--- src/rtl/autoconfig_pkg.sv ---
// Shared constants and types for the chained Zorro II autoconfig engine.
package autoconfig_pkg;

    localparam logic [5:0] ER_TYPE    = 6'h00;
    localparam logic [5:0] ER_PROD    = 6'h02;
    localparam logic [5:0] ER_FLAGS   = 6'h04;
    localparam logic [5:0] ER_MFG     = 6'h08;
    localparam logic [5:0] ER_SERIAL  = 6'h0C;
    localparam logic [5:0] EC_BASE_HI = 6'h24;
    localparam logic [5:0] EC_BASE_LO = 6'h25;
    localparam logic [5:0] EC_SHUTUP  = 6'h26;

    localparam logic [7:0] AUTOCONFIG_SPACE = 8'hE8;

    typedef enum logic {CFG, DONE} state_e;

    // Mask over A[23:16] that selects the bits above a window of 2**size_log2 bytes.
    function automatic logic [7:0] size_mask(input logic [4:0] size_log2);
        return 8'hFF << (size_log2 - 5'd16);
    endfunction

endpackage

--- src/rtl/autoconfig_zn_if.sv ---
// Bus-side signal bundle of the autoconfig engine (68020 strobes, address, data, selects).
interface autoconfig_zn_if #(
    parameter int unsigned NUM_CARDS = 2
);
    logic                 AS20;
    logic                 DS20;
    logic                 RW20;
    logic [23:0]          A;
    logic [15:0]          D;
    logic [3:0]           DOUT;
    logic                 ACCESS;
    logic                 ACK;
    logic [NUM_CARDS-1:0] DECODE;

    modport master (output AS20, DS20, RW20, A, D, input DOUT, ACCESS, ACK, DECODE);
    modport slave  (input AS20, DS20, RW20, A, D, output DOUT, ACCESS, ACK, DECODE);
endinterface

--- src/rtl/autoconfig_rom.sv ---
// Nibble lookup of one card's autoconfig ROM; serial nibbles only with AUTOCONFIG_SERIAL_EN.
module autoconfig_rom
    import autoconfig_pkg::*;
(
    input  logic [7:0]  er_type,
    input  logic [7:0]  er_prod,
    input  logic [7:0]  er_flags,
    input  logic [15:0] mfg_id,
    input  logic [31:0] serial,
    input  logic [5:0]  zaddr,
    output logic [3:0]  nibble_c
);
    // Only er_Type is stored true; every other register reads back inverted.
    always_comb begin
        nibble_c = 4'hF;
        case (zaddr)
            ER_TYPE:              nibble_c = er_type[7:4];
            ER_TYPE + 6'd1:       nibble_c = er_type[3:0];
            ER_PROD:              nibble_c = ~er_prod[7:4];
            ER_PROD + 6'd1:       nibble_c = ~er_prod[3:0];
            ER_FLAGS:             nibble_c = ~er_flags[7:4];
            ER_FLAGS + 6'd1:      nibble_c = ~er_flags[3:0];
            ER_MFG:               nibble_c = ~mfg_id[15:12];
            ER_MFG + 6'd1:        nibble_c = ~mfg_id[11:8];
            ER_MFG + 6'd2:        nibble_c = ~mfg_id[7:4];
            ER_MFG + 6'd3:        nibble_c = ~mfg_id[3:0];
`ifdef AUTOCONFIG_SERIAL_EN
            ER_SERIAL:            nibble_c = ~serial[31:28];
            ER_SERIAL + 6'd1:     nibble_c = ~serial[27:24];
            ER_SERIAL + 6'd2:     nibble_c = ~serial[23:20];
            ER_SERIAL + 6'd3:     nibble_c = ~serial[19:16];
            ER_SERIAL + 6'd4:     nibble_c = ~serial[15:12];
            ER_SERIAL + 6'd5:     nibble_c = ~serial[11:8];
            ER_SERIAL + 6'd6:     nibble_c = ~serial[7:4];
            ER_SERIAL + 6'd7:     nibble_c = ~serial[3:0];
`endif
            default:              nibble_c = 4'hF;
        endcase
    end

`ifdef AUTOCONFIG_SERIAL_EN
`else
    logic unused_serial;
    assign unused_serial = ^serial;
`endif

endmodule

--- src/rtl/autoconfig_zn.sv ---
// CLKCPU-synchronous autoconfig engine for NUM_CARDS boards behind one slot at $E80000.
// Optional serial-number ROM registers are enabled by AUTOCONFIG_SERIAL_EN.
module autoconfig_zn
    import autoconfig_pkg::*;
#(
    parameter int unsigned                  NUM_CARDS      = 2,
    parameter logic [15:0]                  MFG_ID         = 16'h0A1C,
    parameter logic [31:0]                  SERIAL         = 32'h00000000,
    parameter logic [8*NUM_CARDS-1:0]       CARD_TYPE      = {8'hC1, 8'hE6},
    parameter logic [8*NUM_CARDS-1:0]       CARD_PROD      = {8'h7F, 8'h7F},
    parameter logic [8*NUM_CARDS-1:0]       CARD_FLAGS     = {8'h00, 8'h00},
    parameter logic [5*NUM_CARDS-1:0]       CARD_SIZE_LOG2 = {5'd16, 5'd21}
) (
    input  logic           CLKCPU,
    input  logic           RESET,
    autoconfig_zn_if.slave bus
);
    localparam int unsigned IDX_W = (NUM_CARDS > 1) ? $clog2(NUM_CARDS) : 1;

    state_e                     state_q, state_d;
    logic [IDX_W-1:0]           idx_q, idx_d;
    logic [3:0]                 base_lo_q, base_lo_d;
    logic [NUM_CARDS-1:0][7:0]  base_q, base_d;
    logic [NUM_CARDS-1:0]       cfg_q, cfg_d;
    logic [NUM_CARDS-1:0]       shut_q, shut_d;
    logic [3:0]                 dout_q, dout_d;
    logic                       ack_q, ack_d;
    logic                       ack_pend_q, ack_pend_d;
    logic                       as_s1_q, as_s2_q, ds_s1_q, ds_s2_q, ds_prev_q;

    logic                       hit_c, ds_fall_c, complete_c;
    logic [5:0]                 zaddr_c;
    logic [3:0]                 rom_c;
    logic [NUM_CARDS-1:0]       decode_c;

    assign zaddr_c   = bus.A[6:1];
    assign hit_c     = (bus.A[23:16] == AUTOCONFIG_SPACE) && (state_q != DONE);
    assign ds_fall_c = ds_prev_q && !ds_s2_q && !as_s2_q;

    autoconfig_rom u_rom (
        .er_type  (CARD_TYPE[{idx_q, 3'b000} +: 8]),
        .er_prod  (CARD_PROD[{idx_q, 3'b000} +: 8]),
        .er_flags (CARD_FLAGS[{idx_q, 3'b000} +: 8]),
        .mfg_id   (MFG_ID),
        .serial   (SERIAL),
        .zaddr    (zaddr_c),
        .nibble_c (rom_c)
    );

    // Bus cycle decode, card sequencing and acknowledge generation.
    always_comb begin
        state_d    = state_q;
        idx_d      = idx_q;
        base_lo_d  = base_lo_q;
        base_d     = base_q;
        cfg_d      = cfg_q;
        shut_d     = shut_q;
        dout_d     = dout_q;
        ack_d      = ack_q;
        ack_pend_d = ack_pend_q;
        complete_c = 1'b0;

        if (ds_fall_c && hit_c) begin
            ack_pend_d = 1'b1;
            if (bus.RW20) begin
                dout_d = rom_c;
            end else begin
                case (zaddr_c)
                    EC_BASE_LO: base_lo_d = bus.D[15:12];
                    EC_BASE_HI: begin
                        base_d[idx_q] = {bus.D[15:12], base_lo_q};
                        cfg_d[idx_q]  = 1'b1;
                        complete_c    = 1'b1;
                    end
                    EC_SHUTUP: begin
                        shut_d[idx_q] = 1'b1;
                        complete_c    = 1'b1;
                    end
                    default: ;
                endcase
            end
            if (complete_c) begin
                if (idx_q == IDX_W'(NUM_CARDS - 1)) state_d = DONE;
                else                                idx_d   = idx_q + IDX_W'(1);
            end
        end

        if (ack_pend_q) ack_d = 1'b0;
        if (as_s2_q) begin
            ack_pend_d = 1'b0;
            ack_d      = 1'b1;
        end
    end

    always_ff @(posedge CLKCPU or negedge RESET) begin
        if (!RESET) begin
            state_q    <= CFG;
            idx_q      <= '0;
            base_lo_q  <= '0;
            base_q     <= '0;
            cfg_q      <= '0;
            shut_q     <= '0;
            dout_q     <= 4'hF;
            ack_q      <= 1'b1;
            ack_pend_q <= 1'b0;
            as_s1_q    <= 1'b1;
            as_s2_q    <= 1'b1;
            ds_s1_q    <= 1'b1;
            ds_s2_q    <= 1'b1;
            ds_prev_q  <= 1'b1;
        end else begin
            state_q    <= state_d;
            idx_q      <= idx_d;
            base_lo_q  <= base_lo_d;
            base_q     <= base_d;
            cfg_q      <= cfg_d;
            shut_q     <= shut_d;
            dout_q     <= dout_d;
            ack_q      <= ack_d;
            ack_pend_q <= ack_pend_d;
            as_s1_q    <= bus.AS20;
            as_s2_q    <= as_s1_q;
            ds_s1_q    <= bus.DS20;
            ds_s2_q    <= ds_s1_q;
            ds_prev_q  <= ds_s2_q;
        end
    end

    // Window select compares only the address bits above each card's size.
    always_comb begin
        decode_c = '1;
        for (int i = 0; i < int'(NUM_CARDS); i++) begin
            if (cfg_q[i] && !shut_q[i] &&
                ((bus.A[23:16] & size_mask(CARD_SIZE_LOG2[i*5 +: 5])) ==
                 (base_q[i]    & size_mask(CARD_SIZE_LOG2[i*5 +: 5]))))
                decode_c[i] = 1'b0;
        end
    end

    assign bus.DOUT   = dout_q;
    assign bus.ACK    = ack_q;
    assign bus.ACCESS = ~hit_c;
    assign bus.DECODE = decode_c;

    logic unused_bus;
    assign unused_bus = ^{bus.A[15:7], bus.A[0], bus.D[11:0]};

endmodule

--- src/flat_wrapper.sv ---
// flat-port wrapper written by rule: the top's interface ports become plain ports
module autoconfig_zn_flat import autoconfig_pkg::*;
#(
    parameter int unsigned                  NUM_CARDS      = 2,
    parameter logic [15:0]                  MFG_ID         = 16'h0A1C,
    parameter logic [31:0]                  SERIAL         = 32'h00000000,
    parameter logic [8*NUM_CARDS-1:0]       CARD_TYPE      = {8'hC1, 8'hE6},
    parameter logic [8*NUM_CARDS-1:0]       CARD_PROD      = {8'h7F, 8'h7F},
    parameter logic [8*NUM_CARDS-1:0]       CARD_FLAGS     = {8'h00, 8'h00},
    parameter logic [5*NUM_CARDS-1:0]       CARD_SIZE_LOG2 = {5'd16, 5'd21}
)
  (CLKCPU, RESET, bus_AS20, bus_DS20, bus_RW20, bus_A, bus_D, bus_DOUT, bus_ACCESS, bus_ACK, bus_DECODE);
  autoconfig_zn_if #(.NUM_CARDS(NUM_CARDS)) bus_i ();
  input  logic CLKCPU;
  input  logic RESET;
  input wire logic [$bits(bus_i.AS20)-1:0] bus_AS20;
  input wire logic [$bits(bus_i.DS20)-1:0] bus_DS20;
  input wire logic [$bits(bus_i.RW20)-1:0] bus_RW20;
  input wire logic [$bits(bus_i.A)-1:0] bus_A;
  input wire logic [$bits(bus_i.D)-1:0] bus_D;
  output wire logic [$bits(bus_i.DOUT)-1:0] bus_DOUT;
  output wire logic [$bits(bus_i.ACCESS)-1:0] bus_ACCESS;
  output wire logic [$bits(bus_i.ACK)-1:0] bus_ACK;
  output wire logic [$bits(bus_i.DECODE)-1:0] bus_DECODE;
  assign bus_i.AS20 = bus_AS20;
  assign bus_i.DS20 = bus_DS20;
  assign bus_i.RW20 = bus_RW20;
  assign bus_i.A = bus_A;
  assign bus_i.D = bus_D;
  assign bus_DOUT = bus_i.DOUT;
  assign bus_ACCESS = bus_i.ACCESS;
  assign bus_ACK = bus_i.ACK;
  assign bus_DECODE = bus_i.DECODE;
  autoconfig_zn #(.NUM_CARDS(NUM_CARDS), .MFG_ID(MFG_ID), .SERIAL(SERIAL), .CARD_TYPE(CARD_TYPE), .CARD_PROD(CARD_PROD), .CARD_FLAGS(CARD_FLAGS), .CARD_SIZE_LOG2(CARD_SIZE_LOG2)) u_core (.CLKCPU(CLKCPU), .RESET(RESET), .bus(bus_i));
endmodule
--- config.mk ---
export PLATFORM = sky130hd
export DESIGN_NAME = autoconfig_zn_flat
export DESIGN_NICKNAME = d
export VERILOG_FILES = /design/src/rtl/autoconfig_pkg.sv /design/src/rtl/autoconfig_zn_if.sv /design/src/rtl/autoconfig_rom.sv /design/src/rtl/autoconfig_zn.sv /design/src/flat_wrapper.sv
export SDC_FILE = /design/constraint.sdc
export NUM_CORES = 1
export LEC_CHECK = 0
export CAP_MARGIN = 25
export CORE_ASPECT_RATIO = 1.75
export CORE_MARGIN = 5
export CORE_UTILIZATION = 45
export DETAILED_ROUTE_END_ITERATION = 10
export PLACE_DENSITY = 0.72
export SETUP_SLACK_MARGIN = 0.05
export SYNTH_ARGS = -nofsm -noshare
export SYNTH_HDL_FRONTEND = slang
export SYNTH_HIERARCHICAL = 1
export SYNTH_SLANG_ARGS = --single-unit
--- constraint.sdc ---
create_clock -name CLKCPU -period 6.05 [get_ports CLKCPU]
set_input_delay 1.21 -clock CLKCPU [delete_from_list [all_inputs] [get_ports CLKCPU]]
set_output_delay 1.21 -clock CLKCPU [all_outputs]
set_load 0.02 [all_outputs]
==> results of run 1 <==
## stage by stage
step                      total power, µW  hold WS (ns)  worst slack, ns  cell area (µm²)
final                                 443         0.358             1.94             2420
after global routing                  469         0.367             1.86             2420
after CTS                             450         0.361             1.92             2420
after detailed placement              282         0.350             1.93             2320
after global placement                281         0.346             1.92             2320
after floorplan                       255         0.345             2.97             1990
## how the worst min path moves through the flow
stage / slack [ns] / end / from
2_1_floorplan: 0.35 / u_core/as_s2_q$_DFF_PN1_ / u_core/as_s1_q$_DFF_PN1_
3_3_place_gp: 0.35 / u_core/ds_s2_q$_DFF_PN1_ / u_core/ds_s1_q$_DFF_PN1_
3_5_place_dp: 0.35 / u_core/ds_s2_q$_DFF_PN1_ / u_core/ds_s1_q$_DFF_PN1_
4_1_cts: 0.36 / u_core/as_s2_q$_DFF_PN1_ / u_core/as_s1_q$_DFF_PN1_
5_1_grt: 0.37 / u_core/ds_s2_q$_DFF_PN1_ / u_core/ds_s1_q$_DFF_PN1_
6_report: 0.36 / u_core/as_s2_q$_DFF_PN1_ / u_core/as_s1_q$_DFF_PN1_
## kinds of logic after synthesis
| kind of cell | count (synthesis) | share of synthesized area, % |
|---|---|---|
| XOR/XNOR | 11 | 5.16 |
| other | 2 | 0.402 |
| AO/OA/AOI/OAI | 28 | 10.4 |
| multiplexers | 29 | 19.6 |
| flip-flops | 32 | 43.6 |
| buffers and inverters | 12 | 3.69 |
| AND/OR/NAND/NOR | 46 | 17.2 |
## where the power goes
group	switching, µW	internal [µW]
Sequential	0.955	218
Combinational	29.9	29.6
Clock	74.1	90.6
## cells in the mapped netlist (all sizes together), types with 3 or more instances
master,instances,area share (%)
nand2b,5,1.7
a31o,3,1.4
o22ai,3,1.0
dfstp,10,14
xnor2,7,3.3
nor4,4,1.3
nor2,4,0.80
nand2,4,0.94
xor2,4,1.9
inv,6,1.2
or2,5,1.8
a21oi,8,2.1
or4,3,1.4
mux2,21,15
nor3b,3,1.2
dfrtp,22,29
mux2i,7,3.8
nor3,6,2.5
buf,4,1.9
## state kept, by name, indices dropped and copies added (netlist names), 2 cells and up
name,count
u_core/base_lo_q,4
u_core/bus.DOUT,4
u_core/base_q,11
u_core/shut_q,2
u_core/cfg_q,2
## cell type report
type | count | area share (%)
sequential | 32 | 33.6
inverter | 6 | 0.932
tap | 49 | 2.54
multi-input combinational | 150 | 46.0
clock buffer | 6 | 3.42
timing repair buffer | 32 | 13.0
clock inverter | 2 | 0.414
## metal layers
| metal | wire [µm] | share of wire (%) |
|---|---|---|
| met2 | 2010 | 54 |
| met4 | 99 | 2.7 |
| met1 | 1500 | 40 |
| met5 | 0 | 0 |
| met3 | 124 | 3.3 |
## cell usage in the layout, fill, tap and decap left out, types with 3 or more instances in the layout
cell / n
dfrtp_1: 22
or2_2: 4
nor4_1: 4
nor3_1: 4
clkdlybuf4s50_1: 30
nand2_1: 3
nor2_1: 4
mux2_4: 10
a31o_2: 3
a21oi_1: 8
o22ai_1: 3
xor2_1: 4
conb_1: 36
dfstp_2: 10
clkbuf_8: 6
nor3b_1: 3
xnor2_1: 7
mux2i_1: 7
inv_1: 5
nand2b_1: 5
mux2_2: 10
==> impl_metrics.json, run 1 <==
{
  "status": "finished clean",
  "path_cells": "clkdlybuf4s50_1, xor2_1, nor4_1, nand4b_1, clkdlybuf4s50_1",
  "synth_edf_count": 0,
  "grt_pass1_wl_um": 6630,
  "start_kind": "input pin",
  "initial_core_util_pct": 45.8,
  "synth_seq_cells": 32,
  "cts-root-buf": "clkbuf_8",
  "io_buffers": 30,
  "antenna_found_initial": 0,
  "stdcell_count": 277,
  "reg2reg_to": "u_core/base_q[14]$_DFFE_PN0P_",
  "grt_usage_pct": 15.4,
  "worst_slew_pin_slew_ns": 0.941,
  "dieArea_um2": 5590,
  "crit_arrival_ns": 2.90,
  "seqCellArea_um2": 813,
  "path_delay_family": "buffers and inverters",
  "slew_violations": 0,
  "end_kind": "output pin",
  "use_met1_pct": 17.2,
  "core_area_um2": 4070,
  "gp_congestion": 0.768,
  "ys.flop_type": "dfrtp_1",
  "drc": 0,
  "grt_pass1_vias": 1495,
  "die_w_um": 58.7,
  "cp_common_cell": "clkdlybuf4s50_1",
  "drt_iter0_markers": 47,
  "clk_latency_ns": 0.28,
  "final_util_pct": 59.4,
  "syn_to_final_growth_pct": 29.5,
  "cts_sinks": 32,
  "met2_usage_pct": 27.8,
  "async_flop_share_pct": 100,
  "reg2reg_depth": 4,
  "ys_warn_count": 6,
  "p_leak_uw": 0.00111,
  "cp_num_cells": 5,
  "ant_nets": 0,
  "power_density_nw_per_um2": 183,
  "dieHeight_um": 95.2,
  "clk_path_buf_depth": 2,
  "cts_tree": "done",
  "cts_resized": 0,
  "cts_setup_buffers": 0,
  "cp-startpoint": "bus_A[23]",
  "busiest_layer": "met2",
  "setup_viol": 0,
  "clk_pin_slew_ns": 0.06,
  "cp_slowest_cell": "clkdlybuf4s50_1",
  "multiInputGateArea_um2": 1110,
  "r2r_setup_slack_ns": 3.85,
  "place_inst": 269,
  "num_rows": 31,
  "hpwl_um": 2780,
  "met3_usage_pct": 3.25,
  "hold_violations": 0,
  "crit_type": "in -> out",
  "fin_skew_ns": 0.00181,
  "vias": 1396,
  "num_io_pins": 53,
  "cts_made_buffers": 5,
  "r2r-start": "u_core/ds_prev_q$_DFF_PN1_",
  "max_stage_delay_ns": 0.56,
  "grt_max_degree": 33,
  "fill_cells": 346,
  "drive_above_1_share_pct": 25.0,
  "max-cap-violations": 0,
  "h-tree-depth": 2,
  "firstDrtPassIters": 4,
  "cp_max_fo": 3,
  "worstPathRequired_ns": 4.84,
  "wl_um": 3730,
  "netlist_area_um2": 1870,
  "final.period_utilization_pct": 67.9,
  "relSlewSlack_pct": 37.1,
  "finalCriticalPeriod_ns": 4.11,
  "overflow": 0,
  "rsz0062_at_grt": "false",
  "postSynthAreaPerCell_um2": 11.7,
  "hold_depth": 0,
  "diodes": 0,
  "setup-tns-final_ns": 0,
  "viasPerCell": 5.04,
  "peakVddDrop_uv": 166,
  "ys_seq_area_share_pct": 43.6,
  "yosysUniqueCellTypes": 50,
  "synth_cells": 160,
  "wl_per_cell_um": 13.5,
  "ctsHoldBuffers": 0,
  "min_path_type": "reg -> reg",
  "path_buf_inv": 2,
  "timing.fmax_mhz": 243,
  "cp-endpoint": "bus_DECODE[1]",
  "nets": 272
}
Note: power is estimated with default switching activity, not from simulation.
==> run 2: changes to the inputs <==
--- a/config.mk
+++ b/config.mk
@@ -8,7 +8,7 @@
 export CAP_MARGIN = 25
 export CORE_ASPECT_RATIO = 1.75
 export CORE_MARGIN = 5
-export CORE_UTILIZATION = 45
+export CORE_UTILIZATION = 43
 export DETAILED_ROUTE_END_ITERATION = 10
 export PLACE_DENSITY = 0.72
 export SETUP_SLACK_MARGIN = 0.05
==> constraint.sdc (replaced) <==
create_clock -name CLKCPU -period 3.3 [get_ports CLKCPU]
set_input_delay 0.66 -clock CLKCPU [delete_from_list [all_inputs] [get_ports CLKCPU]]
set_output_delay 0.66 -clock CLKCPU [all_outputs]
set_load 0.02 [all_outputs]
==> run 2 against run 1 <==
  * Total power is 81% higher
  * Wire length is 0.29% lower
  * Non-clock buffer count is 6 higher
  * Critical endpoint unchanged
  * Largest cell class unchanged
  * Highest routed layer unchanged
==> impl_metrics.json, run 2 (same netlist as run 1, synthesis figures left out) <==
{
  "finalCriticalPeriod_ns": 3.05,
  "cts_resized": 0,
  "clk_path_buf_depth": 2,
  "num_io_pins": 53,
  "cts-root-buf": "clkbuf_8",
  "place_ws_ns": 0.262,
  "core_area_um2": 4190,
  "final_cell_mix": "36 x conb_1, 30 x clkdlybuf4s50_1, 22 x dfrtp_1",
  "end_kind": "output pin",
  "r2r_setup_slack_ns": 1.22,
  "drc": 0,
  "setup_ws_ns": 0.250,
  "wl_met1_um": 1460,
  "dr_wl_met3_um": 127,
  "cts_tree": "done",
  "max-cap-violations": 0,
  "start_kind": "input pin",
  "initial_core_util_pct": 44.6,
  "top_layer_used": "met4",
  "status": "finished clean",
  "setup_viol": 0,
  "wl_um": 3720,
  "slew_violations": 0,
  "multiInputGateArea_um2": 1110,
  "top_register": "u_core/base_q",
  "dieArea_um2": 5810,
  "hpwl_um": 2970,
  "hold_violations": 0,
  "layout.cells.most_common": "conb_1",
  "nets": 278,
  "h-tree-depth": 2,
  "p_leak_uw": 0.00114,
  "ant_nets": 0,
  "ctsHoldBuffers": 0,
  "rsz0062_at_grt": "false",
  "clk_latency_ns": 0.28,
  "worstPathRequired_ns": 2.64,
  "diodes": 0,
  "grt_pass1_wl_um": 6800,
  "wl_per_cell_um": 13.1,
  "cts_sinks": 32,
  "crit_arrival_ns": 2.39,
  "syn_to_final_growth_pct": 32.3,
  "final.period_utilization_pct": 92.4,
  "crit_type": "in -> out",
  "seqCellArea_um2": 813,
  "fill_cells": 363,
  "die_w_um": 59.8,
  "relSlewSlack_pct": 58.8,
  "drive_above_1_share_pct": 26.9,
  "cts_setup_buffers": 0,
  "cp_max_fo": 3,
  "num_rows": 31,
  "place_inst": 275,
  "gp_congestion": 0.828,
  "power_density_nw_per_um2": 325,
  "largest_register_ffs": 11,
  "fin_skew_ns": 0.00677,
  "dieHeight_um": 97.2,
  "grt_pass1_vias": 1533,
  "route.met2.wl_um": 1980,
  "firstDrtPassIters": 4,
  "clk_pin_slew_ns": 0.06,
  "viasPerCell": 5.00,
  "worst_slew_pin_slew_ns": 0.612,
  "stdcell_count": 283,
  "grt_max_degree": 33,
  "final_util_pct": 59.0,
  "drt_iter0_markers": 34,
  "grt_usage_pct": 15.0,
  "cts_made_buffers": 5,
  "overflow": 0,
  "vias": 1414,
  "setup-tns-final_ns": 0,
  "peakVddDrop_uv": 379,
  "min_path_type": "reg -> reg",
  "antenna_found_initial": 0,
  "timing.fmax_mhz": 328,
  "io_buffers": 30
}
## run 2: final cells by class
cell class	instances	area share (%)
clock buffers	5	2.79
flip-flops and latches	32	32.9
well taps	49	2.48
inverters	6	0.912
multi-input cells	150	45.0
clock inverters	3	0.760
repair buffers	38	15.1
## run 2: power by group
group | switching, µW | internal, µW
sequential | 1.61 | 399
clock | 143 | 146
combinational | 55.4 | 57.3
total | 200 | 603
## run 2: final timing paths
path | from | endpoint | cells past startpoint
worst max-delay path | bus_A[23] | bus_DECODE[1] | 5
worst min-delay path | u_core/as_s1_q$_DFF_PN1_ | u_core/as_s2_q$_DFF_PN1_ | 0
worst max register to register | u_core/ds_prev_q$_DFF_PN1_ | u_core/base_q[12]$_DFFE_PN0P_ | 5
worst min register to register | u_core/as_s1_q$_DFF_PN1_ | u_core/as_s2_q$_DFF_PN1_ | 0
max in group asynchronous | RESET | u_core/bus.ACK$_DFFE_PN1P_ | 2
min in group asynchronous | RESET | u_core/base_lo_q[0]$_DFFE_PN0P_ | 2
## run 2: per-layer routing
| layer | GRT usage [%] | vias to the layer above |
|---|---|---|
| li1 | - | 705 |
| met1 | 17.6 | 665 |
| met2 | 24.7 | 32 |
| met3 | 2.53 | 12 |
| met4 | 8.70 | 0 |
| met5 | 0 | - |
## run 2: critical path, cell delays in order
cell and delay, ns:
clkdlybuf4s50_1 0.50, xor2_1 0.21, nor4_1 0.33, nand4b_1 0.14
clkdlybuf4s50_1 0.56
## run 2: stage by stage
step                total power (µW)  instance area, µm²  hold slack [ns]
floorplan                        467                1990            0.345
global placement                 520                2380            0.346
detailed placement               520                2380            0.347
CTS                              814                2470            0.357
global route                     847                2470            0.361
finish                           803                2470            0.356
